## config.mk

```make
export PLATFORM = sky130hd
export DESIGN_NAME = noc_ingress_arbiter
export DESIGN_NICKNAME = d
export VERILOG_FILES = /design/src/rtl/noc_ingress_arbiter.sv
export SDC_FILE = /design/constraint.sdc
export NUM_CORES = 1
export LEC_CHECK = 0
export CORE_MARGIN = 2
export CORE_UTILIZATION = 39
export CTS_CLUSTER_SIZE = 40
export DETAILED_ROUTE_END_ITERATION = 8
export GPL_TIMING_DRIVEN = 0
export PLACE_DENSITY = 0.91
export SYNTH_ARGS = -nofsm -noshare
export SYNTH_HDL_FRONTEND = slang
export SYNTH_SLANG_ARGS = --single-unit
```

## constraint.sdc

```tcl
create_clock -name clk100 -period 2.25 [get_ports clk100]
set_clock_uncertainty 0.1 [all_clocks]
set_input_delay 0.225 -clock clk100 [delete_from_list [all_inputs] [get_ports clk100]]
set_output_delay 0.225 -clock clk100 [all_outputs]
set_load 0.01 [all_outputs]
```

## src/rtl/noc_ingress_arbiter.sv

```systemverilog
// -----------------------------------------------------------------------------
// noc_ingress_arbiter
//
// Shares one HNoC PE ingress port among NUM_REQ local requesters. A
// round-robin arbiter picks at most one requester per cycle and loads its
// packet into a single registered output slot. This gives one cycle of
// latency and up to one packet per cycle. A drain and a new load can happen
// in the same cycle, so back-to-back transfers have no bubble.
//
// An optional injection quota (PKT_LIMIT) bounds the total number of packets
// the cluster may inject. When the quota is reached, o_done rises and stays
// high until reset. After that no further packets are accepted. The last
// packet still drains normally. PKT_LIMIT = 0 means unlimited.
//
// Build option (macro ARB_PKT_COUNT_EN):
//   defined   : adds output o_pkt_count[31:0] with the accepted-packet count.
//   undefined : no o_pkt_count port. The internal counter is only as wide as
//               the quota compare needs.
//
// Parameters
//   NUM_REQ    number of requesters (2..16)
//   DATA_W     payload width
//   ADDR_W     destination address width; packet = {addr, data}
//   TOTAL_W    packet width (DATA_W + ADDR_W)
//   PKT_LIMIT  packets accepted before o_done; 0 = unlimited
//
// Ports
//   clk100       in   100 MHz clock
//   rst          in   synchronous, active-high reset
//   i_req_data   in   requester k packet at [k*TOTAL_W +: TOTAL_W]
//   i_req_valid  in   requester k has a packet
//   o_req_ready  out  one-hot or zero; requester k's packet accepted this cycle
//   o_noc_data   out  packet presented to the HNoC ingress
//   o_noc_valid  out  o_noc_data is valid
//   i_noc_ready  in   HNoC ingress accepts the packet this cycle
//   o_grant_id   out  requester whose packet occupies the slot
//   o_done       out  quota reached (sticky until reset)
//   o_pkt_count  out  accepted-packet count (only with ARB_PKT_COUNT_EN)
// -----------------------------------------------------------------------------
module noc_ingress_arbiter #(
  parameter int NUM_REQ   = 4,
  parameter int DATA_W    = 32,
  parameter int ADDR_W    = 2,
  parameter int TOTAL_W   = DATA_W + ADDR_W,
  parameter int PKT_LIMIT = 100
) (
  input  logic                       clk100,
  input  logic                       rst,
  input  logic [NUM_REQ*TOTAL_W-1:0] i_req_data,
  input  logic [NUM_REQ-1:0]         i_req_valid,
  output logic [NUM_REQ-1:0]         o_req_ready,
  output logic [TOTAL_W-1:0]         o_noc_data,
  output logic                       o_noc_valid,
  input  logic                       i_noc_ready,
  output logic [$clog2(NUM_REQ)-1:0] o_grant_id,
  output logic                       o_done
`ifdef ARB_PKT_COUNT_EN
  ,
  output logic [31:0]                o_pkt_count
`endif
);

  localparam int ID_W = $clog2(NUM_REQ);

  // When the count is exported, it is a full 32-bit counter that wraps in
  // unlimited mode. Otherwise it only needs to reach PKT_LIMIT.
`ifdef ARB_PKT_COUNT_EN
  localparam int CNT_W = 32;
`else
  localparam int CNT_W = (PKT_LIMIT == 0)              ? 1 :
                         ($clog2(PKT_LIMIT + 1) < 1)   ? 1 :
                         $clog2(PKT_LIMIT + 1);
`endif

  // Count value just before the final acceptance of the quota.
  localparam logic [CNT_W-1:0] LAST_CNT = (PKT_LIMIT == 0) ? '0 : CNT_W'(PKT_LIMIT - 1);

  logic [ID_W-1:0]    ptr;          // highest-priority requester this cycle
  logic [ID_W-1:0]    pick_id;      // winner of the round-robin search
  logic               pick_found;
  logic [ID_W-1:0]    ptr_next;     // requester after the winner, modulo NUM_REQ
  logic [TOTAL_W-1:0] pick_data;
  logic               slot_free;
  logic               accept;
  logic               last_accept;
  logic [CNT_W-1:0]   count;

  // The slot can take a new packet if it is empty or is draining this cycle.
  assign slot_free = !o_noc_valid || i_noc_ready;

  // Round-robin search: scan ptr, ptr+1, ... with wrap-around and take the
  // first valid requester. The index sum is one bit wider than the id, so the
  // wrap is a single conditional subtract. This also works for NUM_REQ values
  // that are not powers of two.
  always_comb begin
    logic [ID_W:0] idx_wide;
    logic [ID_W-1:0] idx;
    // NOTE: every variable driven here gets a default first; a path that left
    // one unassigned would infer a latch.
    pick_found = 1'b0;
    pick_id    = '0;
    idx_wide   = '0;
    idx        = '0;
    for (int off = 0; off < NUM_REQ; off++) begin
      idx_wide = {1'b0, ptr} + (ID_W+1)'(off);
      if (idx_wide >= (ID_W+1)'(NUM_REQ)) begin
        idx_wide = idx_wide - (ID_W+1)'(NUM_REQ);
      end
      idx = idx_wide[ID_W-1:0];
      if (!pick_found && i_req_valid[idx]) begin
        pick_found = 1'b1;
        pick_id    = idx;
      end
    end
  end

  assign pick_data = i_req_data[int'(pick_id)*TOTAL_W +: TOTAL_W];
  assign ptr_next  = (pick_id == ID_W'(NUM_REQ - 1)) ? '0 : pick_id + ID_W'(1);

  // Reset gates acceptance so no requester sees a handshake while rst is
  // high. A done arbiter accepts nothing until the next reset.
  assign accept = !rst && slot_free && !o_done && pick_found;

  // The final acceptance of the quota is the one taken when the count sits
  // one below the limit.
  assign last_accept = (PKT_LIMIT != 0) && (count == LAST_CNT);

  always_comb begin
    o_req_ready = '0;
    if (accept) begin
      o_req_ready[pick_id] = 1'b1;
    end
  end

  // One register slot. If a packet is accepted, it replaces the current one.
  // The outgoing packet is either empty or draining this cycle (slot_free).
  // If nothing is accepted, the slot empties on a drain and otherwise holds
  // steady.
  always_ff @(posedge clk100) begin
    if (rst) begin
      // NOTE: the data register is reset as well, so a packet held at reset
      // time leaves no trace on o_noc_data.
      o_noc_valid <= 1'b0;
      o_noc_data  <= '0;
      o_grant_id  <= '0;
      o_done      <= 1'b0;
      ptr         <= '0;
      count       <= '0;
    end else begin
      // NOTE: sequential state uses non-blocking assignments, so every
      // right-hand side below sees pre-edge values.
      if (accept) begin
        o_noc_valid <= 1'b1;
        o_noc_data  <= pick_data;
        o_grant_id  <= pick_id;
        ptr         <= ptr_next;
        count       <= count + CNT_W'(1);
        if (last_accept) begin
          o_done <= 1'b1;
        end
      end else if (i_noc_ready) begin
        o_noc_valid <= 1'b0;
      end
    end
  end

`ifdef ARB_PKT_COUNT_EN
  assign o_pkt_count = count;
`endif

endmodule

```

Word level (Yosys, flattened, before mapping)
Cells that the tools add are included.
Word-level totals
  register bits: 47
  bits of input ports: 143
  output and inout bits: 42
  word-level logic and storage cells: 71
Cells by class
  add/subtract/negate cells: 9
  multipliers: 1
  order comparisons: 10
  equal/unequal tests: 2
  shift-type cells: 1
  mux-type cells: 26
  reduce and logical (&&, ||, !) cells: 16
Operators by type and width (number)
  $shiftx 136x9->34: 1
  $mux 2: 9
  $lt 2x3->1 const B: 5
  $mux 1: 11
  $ge 3x3->1 const B: 3
  $bmux 1 s2: 4
  $sub 2x1->2 const B: 4
  $add 7x1->7 const B: 1
  $eq 7x7->1 const B: 1
  $logic_and 1x1->1: 7
  $mul 2x5->7 const B: 1
  $add 2x2->3 const B: 2
  $logic_not 1->1: 6
  $mux 4: 1
  $add 2x1->3 const B: 1
  $ge 2x3->1 const B: 1
  $add 2x1->2 const B: 1
  $demux 1 s2: 1
  $eq 2x2->1 const B: 1
  $ge 2x1->1 const B: 1
  $reduce_and 2->1: 1
  $reduce_bool 2->1: 1
  $logic_or 1x1->1: 1

Longest topological paths before layout
Gate-level depths: netlist of the first run.
  word-level depth: 19
  mapped depth: 9
  depth with buffers taken out: 7

Worst setup path before layout of the first run
Ideal clock, no wire load.
  kind: register to output
  start point: register ptr[0]
  end point: output o_req_ready[3]
  arrival: 1.732 ns
  setup slack: 0.193 ns
  cell stages (with the launch flop): 8
  buffers on the path: 2
  cells stage by stage: dfxtp_1 -> and2b_4 -> or4b_4 -> buf_6 -> clkbuf_1 -> nand2_1 -> ha_1 -> and2_1
Between the ends
  word-level cells in the longest chain between the ends: 19
Ends and longest elaborated chain
  from (decl): line 78  | logic [ID_W-1:0] ptr;
  from (signal assigned): line 156  | ptr <= ptr_next;
  parallel branches: the longest is 18 deep, another holds $add 2x1->3
  $mux 4 *: line 130  | if (accept) begin
  to (decl): line 51  | output logic [NUM_REQ-1:0] o_req_ready,
Every way passes the cells marked *. The select of a mux whose other input is x is not followed.

Worst setup path in the final report of the first run
Same ends and word-level chain as after synthesis.

==> results of run 1 <==
==> worst max-delay path, delay by kind of cell, from the launching register on <==
family	cells	cell delay, ns
and+or+nand+nor	4	0.97
DFF	1	0.36
buffers and inverters	2	0.27
adders and majority gates	1	0.11
==> power groups by stage <==
| stage | Combinational [mW] | Sequential, mW | Clock [mW] |
|---|---|---|---|
| 2_1_floorplan | 0.609 | 1.05 | 0 |
| 3_3_place_gp | 1.22 | 1.01 | 0 |
| 3_5_place_dp | 1.25 | 1.02 | 0 |
| 4_1_cts | 1.36 | 1.00 | 0.581 |
| 5_1_grt | 1.50 | 1.01 | 0.620 |
| 6_report | 1.40 | 1.01 | 0.581 |
==> how the worst max path moves through the flow <==
stage | startpoint | to | slack [ns]
final | ptr[0]$_SDFFE_PP0P_ | o_req_ready[3] | -0.12
after global routing | ptr[0]$_SDFFE_PP0P_ | o_req_ready[3] | -0.15
after CTS | ptr[0]$_SDFFE_PP0P_ | o_req_ready[3] | -0.18
after detailed placement | i_req_valid[2] | o_req_ready[0] | -1.20
after global placement | i_req_valid[0] | o_req_ready[0] | -1.12
after floorplan | ptr[0]$_SDFFE_PP0P_ | o_req_ready[3] | 0.19
==> synth_stat cells (all sizes together) <==
library cell	n	area, um^2
nand2	77	289
dfxtp	47	941
a21oi	37	223
nand4	37	231
a21boi	35	319
a41o	34	340
nand3	34	170
o22ai	34	213
clkbuf	31	116
buf	19	139
nor2	11	41.3
xor2	5	43.8
and2	3	18.8
and3	3	18.8
nor2b	3	18.8
and2b	2	17.5
ha	2	25.0
o21ai	2	10.0
o21bai	2	15.0
o311ai	2	32.5
a211oi	1	7.51
a31oi	1	12.5
a41oi	1	8.76
inv	1	3.75
nand2b	1	6.26
nor3	1	5.00
nor4b	1	8.76
o311a	1	10.0
o31ai	1	7.51
or2	1	6.26
or4	1	7.51
or4b	1	13.8
xnor2	1	8.76
==> state kept, by name (all words and copies together), names as in the netlist <==
register	flops
o_noc_data	34
count	7
o_grant_id	2
ptr	2
o_done	1
o_noc_valid	1
==> metrics by stage <==
step	cell area [um^2]	hold WS (ns)	worst slack (ns)
6_report	5700	0.351	-0.115
5_1_grt	5700	0.347	-0.148
4_1_cts	5660	0.349	-0.179
3_5_place_dp	5300	0.367	-1.20
3_3_place_gp	5300	0.347	-1.12
2_1_floorplan	3330	0.257	0.193
==> cell type report <==
cell class,count,area (um^2),share of cell area
timing repair buffer,203,1980,0.347
clock buffer,6,82.6,0.0145
inverter,1,3.75,0.000659
tap,105,131,0.0231
buffer,45,302,0.0529
clock inverter,2,16.3,0.00286
multi-input combinational,335,2240,0.393
antenna,1,2.50,0.000439
sequential,47,943,0.166
==> cells by family after synthesis <==
logic type                 after synthesis
and+or+nand+nor                        176
adders and majority gates                2
buffers and inverters                   51
AOI/OAI and AO/OA                      151
xor gates and xnor gates                 6
DFF                                     47
==> repair_timing <==
item	4_1_cts	5_1_grt
buffers inserted	13	5
pin swaps	7	4
gates cloned	1	0
endpoints found under the hold margin	0	0
gates resized for setup	68	28
setup endpoints to repair	41	36
==> metal layers <==
layer | part of all wire | global-route usage | vias up | wire (um)
met5 | 0 | 0 | - | 0
met2 | 0.49 | 0.536 | 287 | 7030
met3 | 0.090 | 0.0396 | 43 | 1290
met1 | 0.39 | 0.358 | 2112 | 5580
li1 | - | - | 2054 | -
met4 | 0.031 | 0.136 | 0 | 450
==> flow_summary.ini, run 1 <==
[run_status]
status = complete, but fails checks
failed_checks = negative setup slack

[die]
num_rows = 33
die_w_um = 96.4
initial_core_util = 0.403
io_pins = 185
die_h_um = 96.4
dieArea_um2 = 9290
coreArea_um2 = 8260

[clock_network]
numCtsBuffers = 5
cts_root_buf = clkbuf_8
cts_tree = yes
cts_hold_buf = 0
htreeDepth = 2
cts.sinks = 47
insertion_delay_ns = 0.31
cts_max_path_buffers = 2
clk_pin_slew_ns = 0.10

[worst_setup_path]
critPathArrivalTime_ns = 2.04
cp_slowest_stage_delay_ns = 0.55
cp.required_ns = 1.92
crit_fanout = 3
regToRegSetupSlack_ns = 0.06
crit_chain = and2b_2, or4_4, clkbuf_16, nand2_8, ha_4, and2_4, buf_6
r2r-end = o_noc_data[32]$_SDFFE_PP0P_
cp_slowest_cell = or4_4
crit_type = reg2out
end_kind = output pin
worst-r2r-cell-count = 9
timing.rr.start = ptr[0]$_SDFFE_PP0P_
cp-start-kind = flop

[synthesis]
syn_inst = 433
synth_seq_cells = 47
ys_seq_area_frac = 0.283
yosysUniqueCellTypes = 42
synth-compound-area-share = 0.360
synth_warnings = 0
synth_top_family_by_area = compound AO/OA/AOI/OAI gates
synth_xor_area_frac = 0.0158
yosys.area_share.simple = 0.256
synth_area_um2 = 3330
synthMuxAreaShare = 0
synth_area_per_cell_um2 = 7.69
syn_nets = 578
synth_fa_ha_area_frac = 0.00752

[min_path]
min_from = i_req_data[101]
min_path_cells = 3
min_path_type = in2reg
holdPathEnd = o_noc_data[33]$_SDFFE_PP0P_

[timing]
max_freq_ghz = 0.423
rsz0062_at_grt = true
finalSetupTns_ns = -0.219
hold_viol = 0
maxSlewHeadroom = 0.496
finalSetupViolations = 2
fin_crit_sh = 1.05
tightestPinTransition_ns = 0.755
min_period_ns = 2.37
report.final.slew_viol_count = 0
timing.final.ws_setup_ns = -0.115

[drt]
routedWlPerCell_um = 19.3
wl_mm = 14.4
drc_errors = 0
drt_iter0_markers = 284
num_vias = 4496
drtAntennaViolNets = 0
viasPerCell = 6.03
drt-pass1-iter-count = 5

[layout]
fin_cells = 745
layout_commonest_cell = clkdlybuf4s50_1
nFillCells = 649
nets = 783
drive_gt1_frac = 0.164
mostFrequentLayoutCells = clkdlybuf4s50_1 (176), nand2_1 (76), dfxtp_1 (45)
postLayoutCoreUtil = 0.690
area_growth_syn_to_layout_pct = 71.1

[grt]
grt_max_degree = 16
overflow = 0
grt_use_total = 0.301
grt_pass1_vias = 4462
grt_antenna_before_repair = 1
grt_first_pass_wirelength_mm = 21.7

[power]
p_leak_nw = 2.16
p_switching_mw = 1.06
p_int_mw = 1.93
comb_power_share = 0.469
power.total_mw = 2.99
p_sw_frac = 0.354
seq_power_share = 0.336
ir_drop_mv = 0.277
p_clk_frac = 0.194
p_per_area_nw_per_um2 = 525

[run]
drv_cap = 0

[placement]
gp_congestion = 0.861
hpwl_mm = 10.1
port_buffers = 184
dpl.cell_count = 722
Power figures use the tool's default switching activity.
==> run 2: changes to the inputs <==
--- a/config.mk
+++ b/config.mk
@@ -5,12 +5,11 @@
 export SDC_FILE = /design/constraint.sdc
 export NUM_CORES = 1
 export LEC_CHECK = 0
-export CORE_MARGIN = 2
-export CORE_UTILIZATION = 39
+export CORE_UTILIZATION = 42
 export CTS_CLUSTER_SIZE = 40
 export DETAILED_ROUTE_END_ITERATION = 8
 export GPL_TIMING_DRIVEN = 0
-export PLACE_DENSITY = 0.91
+export PLACE_DENSITY = 0.95
 export SYNTH_ARGS = -nofsm -noshare
 export SYNTH_HDL_FRONTEND = slang
 export SYNTH_SLANG_ARGS = --single-unit
==> constraint.sdc (replaced) <==
create_clock -name clk100 -period 3 [get_ports clk100]
set_clock_uncertainty 0.1 [all_clocks]
set_input_delay 0.3 -clock clk100 [delete_from_list [all_inputs] [get_ports clk100]]
set_output_delay 0.3 -clock clk100 [all_outputs]
set_load 0.01 [all_outputs]
==> run 2 against run 1 <==
  * The run now ends clean
  * Critical endpoint is now o_req_ready[0]
  * Wire length is 5.9% lower
  * Count of clock-buffer cells in the layout down 1
  * Global-route usage increased by 1.4 points
  * Worst setup slack better by 0.26 ns
  * Flip-flop and latch count unchanged
  * Combinational power down 31%
  * Utilization up 2.3 points
  * First-iteration DRC count shrank 13%
  * Design area shrank 3.9%
  * Clock power down 17%
  * Die area decreased by 11%
  * Power decreased by 26%
==> flow_summary.ini, run 2 (synthesis gave the netlist of run 1 again) <==
[die]
die_h_um = 91.0
num_rows = 32
io_pins = 185
die_w_um = 91.0
initial_core_util = 0.433
dieArea_um2 = 8290
coreArea_um2 = 7690

[layout]
antennaDiodeCount = 0
postLayoutCoreUtil = 0.712
fin_cells = 725
layout_commonest_cell = clkdlybuf4s50_1
mostFrequentLayoutCells = clkdlybuf4s50_1 (180), nand2_1 (77), dfxtp_1 (46)
seqCellArea_um2 = 942
drive_gt1_frac = 0.103
multiInputGateArea_um2 = 2180
top_register = o_noc_data
nets = 768
nFillCells = 602
top_regs = o_noc_data: 34 flops, count: 7 flops
largest_reg_flops = 34
area_growth_syn_to_layout_pct = 64.5

[worst_setup_path]
crit_fanout = 10
crit_type = in2out
worst-r2r-cell-count = 7
cp-start-kind = input port
r2r-end = o_noc_data[8]$_SDFFE_PP0P_
cp.required_ns = 2.60
regToRegSetupSlack_ns = 0.77
critPathArrivalTime_ns = 2.45
end_kind = output pin
timing.rr.start = ptr[0]$_SDFFE_PP0P_

[run]
drv_cap = 0

[min_path]
holdPathEnd = o_grant_id[1]$_SDFFE_PP0P_
min_path_type = reg2reg
min_path_cells = 2
min_from = o_grant_id[1]$_SDFFE_PP0P_

[clock_network]
cts_hold_buf = 0
cts_max_path_buffers = 2
cts.sinks = 47
numCtsBuffers = 5
clk_pin_slew_ns = 0.10
htreeDepth = 2
cts_tree = yes
insertion_delay_ns = 0.31
cts_root_buf = clkbuf_8

[timing]
finalSetupViolations = 0
report.final.slew_viol_count = 0
min_period_ns = 2.85
max_freq_ghz = 0.351
fin_crit_sh = 0.950
hold_viol = 0
maxSlewHeadroom = 0.500
finalSetupTns_ns = 0
tightestPinTransition_ns = 0.749
rsz0062_at_grt = false

[drt]
drt-pass1-iter-count = 6
num_vias = 4394
wl_mm = 13.5
drt_iter0_markers = 246
drtAntennaViolNets = 0
drc_errors = 0
routedWlPerCell_um = 18.6
viasPerCell = 6.06

[power]
comb_power_share = 0.440
seq_power_share = 0.341
p_leak_nw = 2.04
ir_drop_mv = 0.243
p_sw_frac = 0.342
p_int_mw = 1.45
power.total_mw = 2.21
p_switching_uw = 754
p_per_area_nw_per_um2 = 403
p_clk_frac = 0.219

[grt]
grt_pass1_vias = 4441
grt_antenna_before_repair = 0
overflow = 0
grt_use_total = 0.315
grt_first_pass_wirelength_mm = 21.0
grt_max_degree = 20

[run_status]
status = finished clean

[placement]
gp_congestion = 0.824
hpwl_mm = 9.90
dpl.cell_count = 719
port_buffers = 184
run 2: cell count changes in the layout (fill, tap and decap cells not counted), moves of 2 or more:
cell             change
a21boi_2             -2
a21boi_1             -7
o21bai_4             -2
a21boi_0             +9
buf_6                -2
clkdlybuf4s50_1      +4
clkbuf_2             -5
clkbuf_1             +9
buf_2                -3
buf_4               -15
buf_8                -2
run 2: cell type report:
| class | instances | share of cell area |
|---|---|---|
| multi-input cells | 335 | 0.397 |
| repair buffers | 187 | 0.340 |
| flip-flops and latches | 47 | 0.172 |
| plain buffers | 46 | 0.0471 |
| well taps | 102 | 0.0233 |
| clock buffers | 5 | 0.0126 |
| clock inverters | 2 | 0.00685 |
| inverters | 1 | 0.000685 |
run 2: layer usage:
layer,track usage,vias up,share of wire
met5,0,-,0
met4,0.153,0,0.034
met3,0.0469,50,0.081
met2,0.558,287,0.50
met1,0.369,2031,0.39
li1,-,2026,-
run 2: power groups by stage:
stage	clock [mW]	sequential (mW)	combinational [mW]
6_report	0.482	0.753	0.971
3_3_place_gp	0	0.759	0.913
3_5_place_dp	0	0.762	0.938
2_1_floorplan	0	0.784	0.457
4_1_cts	0.480	0.749	0.949
5_1_grt	0.501	0.760	1.04
run 2: critical path, stage by stage:
cell and delay, ns:
clkdlybuf4s50_1 0.46, or2_1 0.22, buf_2 0.20, o311ai_4 0.32
a31oi_4 0.06, clkbuf_2 0.23, and2_1 0.19, clkdlybuf4s50_1 0.47
run 2: repair_timing:
item	in CTS	in global routing
endpoints found under the hold margin	0	0
setup buffers	1	2
gates resized for setup	14	6
setup endpoints to repair	4	2
run 2: metrics by stage:
step / setup slack, ns / instance area (um^2) / hold slack [ns]
final: 0.149 / 5480 / 0.381
after global routing: 0.0674 / 5480 / 0.412
after CTS: 0.0198 / 5430 / 0.380
after detailed placement: -0.670 / 5300 / 0.367
after global placement: -0.604 / 5300 / 0.347
after floorplan: 0.811 / 3330 / 0.332
run 2: worst max-delay path by stage:
stage	endpoint	startpoint	depth (start not counted)
3_5_place_dp	o_req_ready[3]	i_req_valid[2]	10
6_report	o_req_ready[0]	i_req_valid[1]	8
4_1_cts	o_req_ready[3]	ptr[0]$_SDFFE_PP0P_	7
2_1_floorplan	o_req_ready[3]	i_req_valid[2]	8
5_1_grt	o_req_ready[0]	i_req_valid[1]	8
3_3_place_gp	o_req_ready[3]	i_req_valid[2]	10
==> run 3: changes to the inputs <==
--- a/config.mk
+++ b/config.mk
@@ -5,11 +5,12 @@
 export SDC_FILE = /design/constraint.sdc
 export NUM_CORES = 1
 export LEC_CHECK = 0
-export CORE_UTILIZATION = 42
+export ABC_AREA = 1
+export CORE_UTILIZATION = 25
 export CTS_CLUSTER_SIZE = 40
 export DETAILED_ROUTE_END_ITERATION = 8
 export GPL_TIMING_DRIVEN = 0
-export PLACE_DENSITY = 0.95
+export PLACE_DENSITY = 0.63
 export SYNTH_ARGS = -nofsm -noshare
 export SYNTH_HDL_FRONTEND = slang
 export SYNTH_SLANG_ARGS = --single-unit
==> run 3 against run 2 <==
  * Global-route usage shrank 13 points
  * Worst setup slack gained 0.026 ns
  * Synthesized area grew 20%
  * Design area grew 16%
  * Die area grew 100%
  * Combinational power grew to 3.7 times the previous value
  * Via count grew 14%
  * Maximum frequency grew 0.92%
  * Sequential share of layout area shrank 2.4 points
==> flow_summary.ini, run 3 <==
[die]
coreArea_um2 = 15400
io_pins = 185
die_w_um = 129
die_h_um = 129
num_rows = 45
dieArea_um2 = 16500
initial_core_util = 0.260

[clock_network]
htreeDepth = 2
cts_root_buf = clkbuf_16
clk_pin_slew_ns = 0.08
cts_max_path_buffers = 2
cts_tree = yes
cts.sinks = 47
insertion_delay_ns = 0.30
numCtsBuffers = 5

[grt]
grt_use_total = 0.182
grt_pass1_vias = 4574
grt_max_degree = 20
grt_first_pass_wirelength_mm = 23.4
grt_antenna_before_repair = 0
overflow = 0

[synthesis]
synth_area_per_cell_um2 = 5.50
synth_area_leaders = dfxtp_1 (23%), inv_1 (17%), nand3_1 (14%)
synth_top_area_frac = 0.235
synth-edff-count = 0
synth_common_cells = inv_1 (186), nand2_1 (142), nand3_1 (112)
yosysMostFrequentCell = inv_1
synthFlopType = dfxtp_1
ys_seq_area_frac = 0.235
synth_seq_cells = 47
synth_area_um2 = 4010
synth_warnings = 0
async_flop_share = 0
synth_top_cell_by_area = dfxtp_1
syn_nets = 873
syn_inst = 728
yosysUniqueCellTypes = 26

[layout]
top_regs = o_noc_data: 34 flops, count: 7 flops
drive_gt1_frac = 0.0659
seqCellArea_um2 = 942
top_register = o_noc_data
layout_commonest_cell = inv_1
area_growth_syn_to_layout_pct = 58.5
multiInputGateArea_um2 = 2090
postLayoutCoreUtil = 0.412
largest_reg_flops = 34
nets = 1069
antennaDiodeCount = 0
nFillCells = 1747
mostFrequentLayoutCells = inv_1 (185), clkdlybuf4s50_1 (182), nand2_1 (142)

[timing]
hold_viol = 0
tightestPinTransition_ns = 0.553
maxSlewHeadroom = 0.631
max_freq_ghz = 0.354
rsz0062_at_grt = false
report.final.slew_viol_count = 0
finalSetupViolations = 0
timing.final.ws_setup_ns = 0.175
fin_crit_sh = 0.942
min_period_ns = 2.83
finalSetupTns_ns = 0

[worst_setup_path]
end_kind = output pin
cp.buffers_inverters = 5
cp_top_family = buffers and inverters
crit_type = in2out
crit_chain = clkdlybuf4s50_1, inv_1, nand2_1, nand3_1, nand2_2, nor2_4, nand3_4, nand2_4, inv_2, buf_12, nand2_1, nor2_1, clkdlybuf4s50_1
cp.required_ns = 2.60
cp_slowest_stage_delay_ns = 0.54
cp-start-kind = input port
crit_fanout = 19
cp_slowest_cell = clkdlybuf4s50_1
critPathArrivalTime_ns = 2.43

[drt]
drt-pass1-iter-count = 5
viasPerCell = 4.40
routedWlPerCell_um = 13.6
drt_iter0_markers = 258
drtAntennaViolNets = 0
drc_errors = 0
num_vias = 5000
wl_mm = 15.5

[run]
drv_cap = 0

[placement]
port_buffers = 184
gp_congestion = 0.832
hpwl_mm = 11.6
place_ws_ns = -0.246

[min_path]
min_path_type = reg2reg

[power]
power.total_mw = 5.09
ir_drop_mv = 0.409
p_per_area_nw_per_um2 = 802
p_leak_nw = 3.37

[run_status]
status = finished clean
run 3: changes by cell type after synthesis, sizes merged, moves of 35 or more:
cell / before / now
a21boi: 35 / 0
inv: 1 / 190
nand2: 77 / 146
nand3: 34 / 116
nor2: 11 / 83
run 3: cells by family after synthesis:
| kind of cell | Yosys count | share of synthesized area |
|---|---|---|
| AOI/OAI and AO/OA | 17 | 0.0222 |
| xor gates and xnor gates | 1 | 0.00219 |
| DFF | 47 | 0.235 |
| adders and majority gates | 2 | 0.00625 |
| buffers and inverters | 241 | 0.247 |
| and+or+nand+nor | 420 | 0.487 |
run 3: per-stage QoR:
stage,cell area (um^2),std cells,hold slack (ns)
6_report,6350,1136,0.385
5_1_grt,6350,1136,0.421
4_1_cts,6280,1131,0.388
3_5_place_dp,6110,1123,0.377
3_3_place_gp,6110,1123,0.369
2_1_floorplan,4010,728,0.357
run 3: worst register-to-register path: stages, from the launching register on:
cell and delay, ns:
dfxtp_1 0.36, buf_6 0.15, nand2_1 0.07, nand2_2 0.09, nand2_1 0.06, nand2_1 0.10, nor2_4 0.06, nand3_4 0.14
buf_4 0.13, clkbuf_1 0.43, nand4_1 0.22, nand3_1 0.13, nand3_1 0.09, nand2_1 0.07, inv_1 0.04
run 3: layout make-up:
type / instances / area share
buffer: 48 / 0.0441
clock inverter: 3 / 0.00414
inverter: 191 / 0.113
timing repair buffer: 191 / 0.299
clock buffer: 5 / 0.0197
sequential: 47 / 0.148
multi-input combinational: 440 / 0.330
tap: 211 / 0.0416
run 3: worst paths after layout:
kind                                    from  slack (ns)                          end  depth (start not counted)
setup / recovery              i_req_valid[3]        0.17               o_req_ready[2]                         13
hold / removal    o_grant_id[1]$_SDFFE_PP0P_        0.38   o_grant_id[1]$_SDFFE_PP0P_                          2
setup reg to reg         ptr[0]$_SDFFE_PP0P_        0.64  o_noc_data[24]$_SDFFE_PP0P_                         14
hold reg to reg   o_grant_id[1]$_SDFFE_PP0P_        0.38   o_grant_id[1]$_SDFFE_PP0P_                          2
run 3: power breakdown:
group / total, mW / switching [mW] / internal [mW] / leakage, nW
clock: 0.596 / 0.278 / 0.318 / 0.0748
combinational: 3.61 / 2.18 / 1.43 / 2.91
sequential: 0.889 / 0.0951 / 0.793 / 0.389
total: 5.09 / 2.55 / 2.54 / 3.37
run 3: metal layers:
metal,routed length (um),vias to the layer above,GRT usage
met2,7150,174,0.314
li1,-,2626,-
met1,6900,2184,0.231
met5,0,-,0
met4,242,0,0.0436
met3,1160,16,0.0391
run 3: repair_timing:
| action | CTS | global route |
|---|---|---|
| hold buffers | 0 | 0 |
| gates resized for setup | 2 | 10 |
| setup buffers | 2 | 5 |
| endpoints found under the setup margin | 4 | 4 |
| pin swaps | 1 | 2 |
